**src/rtl/serial_comp_pkg.sv**
```systemverilog
// Shared types and helpers for the time-shared serial 2's-complement scheduler.
package serial_comp_pkg;
  typedef enum logic [1:0] {ST_IDLE, ST_LOAD, ST_SHIFT, ST_DONE} state_t;

  localparam int DEF_WIDTH = 4;
  localparam int DEF_NREQ  = 4;
  localparam int MAX_NREQ  = 32;

  // First set request at or after ptr, wrapping at nreq-1 -> 0; returns ptr if none set.
  function automatic int rr_pick(input logic [MAX_NREQ-1:0] req, input int ptr, input int nreq);
    int idx;
    rr_pick = ptr;
    for (int k = MAX_NREQ - 1; k >= 0; k--) begin
      if (k < nreq) begin
        idx = ptr + k;
        if (idx >= nreq) idx = idx - nreq;
        if (req[idx]) rr_pick = idx;
      end
    end
  endfunction
endpackage

```
**src/rtl/serial_comp_core.sv**
```systemverilog
// LSB-first serial 2's-complement engine: shift register plus seen-one flag.
module serial_comp_core
  import serial_comp_pkg::*;
#(
  parameter int WIDTH = DEF_WIDTH
) (
  input  logic             clk,
  input  logic             rst_n,
  input  logic             load,
  input  logic             shift_en,
  input  logic [WIDTH-1:0] d,
  output logic [WIDTH-1:0] q
);
  logic [WIDTH-1:0] r_sr;
  logic             r_flag;

  // Result bits re-enter at the MSB, so after WIDTH shifts r_sr holds the full result.
  always_ff @(posedge clk or negedge rst_n) begin
    if (!rst_n) begin
      r_sr   <= '0;
      r_flag <= 1'b0;
    end else if (load) begin
      r_sr   <= d;
      r_flag <= 1'b0;
    end else if (shift_en) begin
      r_sr   <= {r_sr[0] ^ r_flag, r_sr[WIDTH-1:1]};
      r_flag <= r_flag | r_sr[0];
    end
  end

  assign q = r_sr;
endmodule

```
**src/rtl/serial_comp_sched.sv**
```systemverilog
// Round-robin scheduler sharing one serial complementer among NREQ requesters.
module serial_comp_sched
  import serial_comp_pkg::*;
#(
  parameter int NREQ  = DEF_NREQ,
  parameter int WIDTH = DEF_WIDTH
) (
  input  logic                    clk,
  input  logic                    rst_n,
  input  logic [NREQ-1:0]         req,
  input  logic [NREQ*WIDTH-1:0]   data_in,
  output logic [NREQ-1:0]         ack,
  output logic [WIDTH-1:0]        data_out,
  output logic                    busy,
  output logic [$clog2(NREQ)-1:0] grant_id
);
  localparam int GW = $clog2(NREQ);
  localparam int CW = $clog2(WIDTH + 1);

  state_t           r_state;
  logic [GW-1:0]    r_gid;
  logic [GW-1:0]    r_ptr;
  logic [CW-1:0]    r_cnt;
  logic [WIDTH-1:0] r_dout;
  logic [WIDTH-1:0] w_opnd;
  logic [WIDTH-1:0] w_q;

  assign w_opnd = data_in[r_gid*WIDTH +: WIDTH];

  serial_comp_core #(.WIDTH(WIDTH)) u_core (
    .clk      (clk),
    .rst_n    (rst_n),
    .load     (r_state == ST_LOAD),
    .shift_en (r_state == ST_SHIFT),
    .d        (w_opnd),
    .q        (w_q)
  );

  always_ff @(posedge clk or negedge rst_n) begin
    if (!rst_n) begin
      r_state <= ST_IDLE;
      r_gid   <= '0;
      r_ptr   <= '0;
      r_cnt   <= '0;
      r_dout  <= '0;
    end else begin
      case (r_state)
        ST_IDLE: if (|req) begin
          r_gid   <= GW'(rr_pick(MAX_NREQ'(req), int'(r_ptr), NREQ));
          r_state <= ST_LOAD;
        end
        ST_LOAD: begin
          r_cnt   <= '0;
          r_state <= ST_SHIFT;
        end
        ST_SHIFT: begin
          r_cnt <= r_cnt + 1'b1;
          if (r_cnt == CW'(WIDTH - 1)) r_state <= ST_DONE;
        end
        ST_DONE: begin
          r_dout  <= w_q;
          r_ptr   <= (r_gid == GW'(NREQ - 1)) ? '0 : r_gid + 1'b1;
          r_state <= ST_IDLE;
        end
        default: r_state <= ST_IDLE;
      endcase
    end
  end

  // The engine already holds the finished word during DONE; show it then, hold the copy after.
  assign data_out = (r_state == ST_DONE) ? w_q : r_dout;
  assign busy     = (r_state != ST_IDLE);
  assign grant_id = r_gid;

  for (genvar i = 0; i < NREQ; i++) begin : g_ack
    assign ack[i] = (r_state == ST_DONE) && (r_gid == GW'(i));
  end
endmodule
```
**config.mk**
```make
export PLATFORM = sky130hd
export DESIGN_NAME = serial_comp_sched
export DESIGN_NICKNAME = d
export VERILOG_FILES = /design/src/rtl/serial_comp_pkg.sv /design/src/rtl/serial_comp_core.sv /design/src/rtl/serial_comp_sched.sv
export SDC_FILE = /design/constraint.sdc
export NUM_CORES = 1
export LEC_CHECK = 0
export ABC_AREA = 1
export CAP_MARGIN = 25
export CORE_AREA = 2 2 61 63
export CTS_CLUSTER_DIAMETER = 120
export DETAILED_ROUTE_END_ITERATION = 8
export DIE_AREA = 0 0 63 65
export GPL_ROUTABILITY_DRIVEN = 0
export PLACE_DENSITY = 0.75
export RECOVER_POWER = 50
export SKIP_LAST_GASP = 1
export SYNTH_ARGS = -nofsm -noshare
export SYNTH_HDL_FRONTEND = slang
export SYNTH_SLANG_ARGS = --single-unit
export TNS_END_PERCENT = 50
```
**constraint.sdc**
```tcl
create_clock -name clk -period 2 [get_ports clk]
set_input_delay 0.3 -clock clk [delete_from_list [all_inputs] [get_ports clk]]
set_output_delay 0.3 -clock clk [all_outputs]
set_load 0.03 [all_outputs]
```
==> flow_summary.toml <==
[status]
status = "complete, no violations"

[cts]
clockRootBuffer = "clkbuf_4"
cts_buffers = 3
clock_tree.buffer_depth = 2
h-tree-depth = 1
postCtsSetupBuffers = 0
clk_latency_ps = 290
cts_tree = "done"
clkTransAtPathRegs_ps = 100
cts.sinks = 18

[synth]
yosys_warnings = 0
avgSynthCellArea_um2 = 7.11
syn_area_um2 = 1320
yosys_register_bits = 18
syn_nets = 224
ys_types = 20
yosysSeqAreaShare_pct = 34.1
syn_inst = 186

[cells_and_area]
fin_cells = 274
finalInstanceArea_um2 = 1770
final_layout_size_suffix_gt1_share_pct = 11.5
regArea_um2 = 450
utilization_pct = 50.5
layout_common_cells = "nand2_1, inv_1, clkdlybuf4s50_1"
final_common_cell = "nand2_1"
insertedDiodeCount = 0
multiInputGateArea_um2 = 751
nFillCells = 357
fin_nets = 265
area_delta_synth_final_pct = 33.6

[sta]
post-route-min-period_ps = 1900
period_share_pct = 94.9
max_freq_ghz = 0.527
hold_viol_final = 0
max-slew-margin-rel_pct = 36.5
worst_pin_slew_ps = 953
setup_slack_ps = 102
rsz0062_at_grt = "true"
finalClockSkew_ps = 0.645
holdWs_ps = 486
maxSlewViolCount = 0
setup_viol_count_final = 0

[placed_design]
dpl_worst_slack_ps = 138
hpwl_um = 2350
dp.cells = 270
port_buffers = 32
postPlaceCellArea_um2 = 1730

[global_routing]
gr-total-overflow = 0
antenna_found_initial = 0
grt_pass1_vias = 1063
globalRouteTotalUtil_pct = 14.6
grt_max_degree = 19
grt_first_pass_wirelength_um = 4750

[route]
wire_per_inst_um = 10.7
vias = 1247
drc_errors = 0
antenna_left = 0
vias_per_cell = 4.55
dr.first_iter.drc_count = 53
wl_met3_um = 91
drt-met1-wl_um = 1360
met2_length_um = 1440
dr.max_layer_used = "met4"
firstDrtPassIters = 4
drt-total-wl_um = 2920

[critical_path]
reg2reg_slack_ps = 300
worst_ep_required_time_ps = 1700
end_kind = "primary output"
ff2ff_path_depth = 11
slowest_stage = "dfrtp_1"
criticalPathCategory = "flop to primary output"
cpPeakStageDelay_ps = 480
critPathMostFrequentCell = "inv_1"
worstPathCellList = "inv_1, ha_1, nand2_1, inv_1, dlygate4sd2_1"
cp-start-kind = "flop"
crit_path_max_fanout = 9
crit_arrival_ps = 1600

[die]
placeableCoreArea_um2 = 3500
fp.dieH_um = 65
rows = 22
die-area_um2 = 4100
initial_core_util_pct = 37.8
fp.dieW_um = 63
ioPinCount = 33

[min_path]
hp-class = "flop to flop"
hold-path-cell-count = 2

[power_and_ir_drop]
p_leak_nw = 0.957
ir_worst_vdd_uv = 696
power.density_nw_per_um2 = 1630

[run]
max_cap_violations = 0
-- logic make-up (layout without fill, tap and decap cells) --
logic type      Yosys count  count (layout)  synth area share, %
simple gates             89              89                 28.7
buf+inv                  32              72                 9.37
compound gates           31              31                 12.8
flops                    18              18                 34.1
fa+ha+maj                16              16                 15.1
-- metal layers --
metal / track usage (%) / up-vias
met2: 24.6 / 23
li1: - / 671
met1: 19.4 / 548
met3: 2.26 / 5
met4: 4.17 / 0
met5: 0 / -
-- final timing paths --
check,from,to
hold reg to reg,r_dout[2],r_dout[2]
setup / recovery,grant_id[1],ack[1]
min in group asynchronous,rst_n,r_cnt[1]
setup reg to reg,r_ptr[1],grant_id[0]
hold / removal,r_dout[2],r_dout[2]
max in group asynchronous,rst_n,r_ptr[0]
-- synthesized netlist by cell type --
| library cell | count | area, µm² |
|---|---|---|
| nor2_1 | 16 | 60.1 |
| nand2_2 | 4 | 25.0 |
| a22oi_1 | 1 | 7.51 |
| nand4_1 | 1 | 6.26 |
| nand3_1 | 8 | 40.0 |
| a31oi_1 | 1 | 6.26 |
| ha_1 | 16 | 200 |
| clkinv_1 | 1 | 3.75 |
| clkbuf_1 | 2 | 7.51 |
| nand3_2 | 3 | 30.0 |
| dfrtp_1 | 18 | 450 |
| nand2_1 | 56 | 210 |
| buf_4 | 1 | 7.51 |
| nand3b_1 | 1 | 7.51 |
| o21ai_0 | 14 | 70.1 |
| inv_1 | 24 | 90.1 |
| o21ai_1 | 1 | 5.00 |
| a21oi_1 | 6 | 30.0 |
| inv_2 | 4 | 15.0 |
| o22ai_1 | 8 | 50.1 |
-- sequential cells by signal, summed over array words and instances (netlist names) --
name,count
r_dout,4
r_cnt,3
r_ptr,2
u_core.r_flag,1
u_core.q,4
r_state,2
grant_id,2
-- per-stage QoR --
stage / TNS (ps) / total power, mW
2_1_floorplan: 0 / 2.07
3_3_place_gp: 0 / 2.65
3_5_place_dp: 0 / 2.67
4_1_cts: -201 / 2.91
5_1_grt: -54.5 / 3.17
6_report: 0 / 2.87
-- area by class of cell --
| type | instances | share of cell area [%] |
|---|---|---|
| timing repair buffer | 39 | 20.4 |
| clock buffer | 4 | 2.05 |
| inverter | 29 | 6.16 |
| sequential | 18 | 25.5 |
| multi-input combinational | 136 | 42.5 |
| tap | 48 | 3.40 |
-- what timing repair did --
item,4_1_cts,5_1_grt
pin swaps,0,0
resized for setup,4,2
cloned,0,0
hold buffers,0,0
setup endpoints to repair,6,5
-- critical path, delay by kind of cell, from the launching register on --
family / cells / cell delay, ps
buffers and inverters: 3 / 620
DFF: 1 / 480
adders and majority gates: 1 / 160
and+or+nand+nor: 1 / 50
-- power breakdown --
| part | leakage (nW) | total, mW | internal, mW | switching [mW] |
|---|---|---|---|---|
| logic | 0.716 | 1.97 | 0.760 | 1.21 |
| registers | 0.221 | 0.679 | 0.546 | 0.133 |
| clock network | 0.0210 | 0.224 | 0.111 | 0.113 |
No activity file was read; power rests on OpenSTA's default activity.
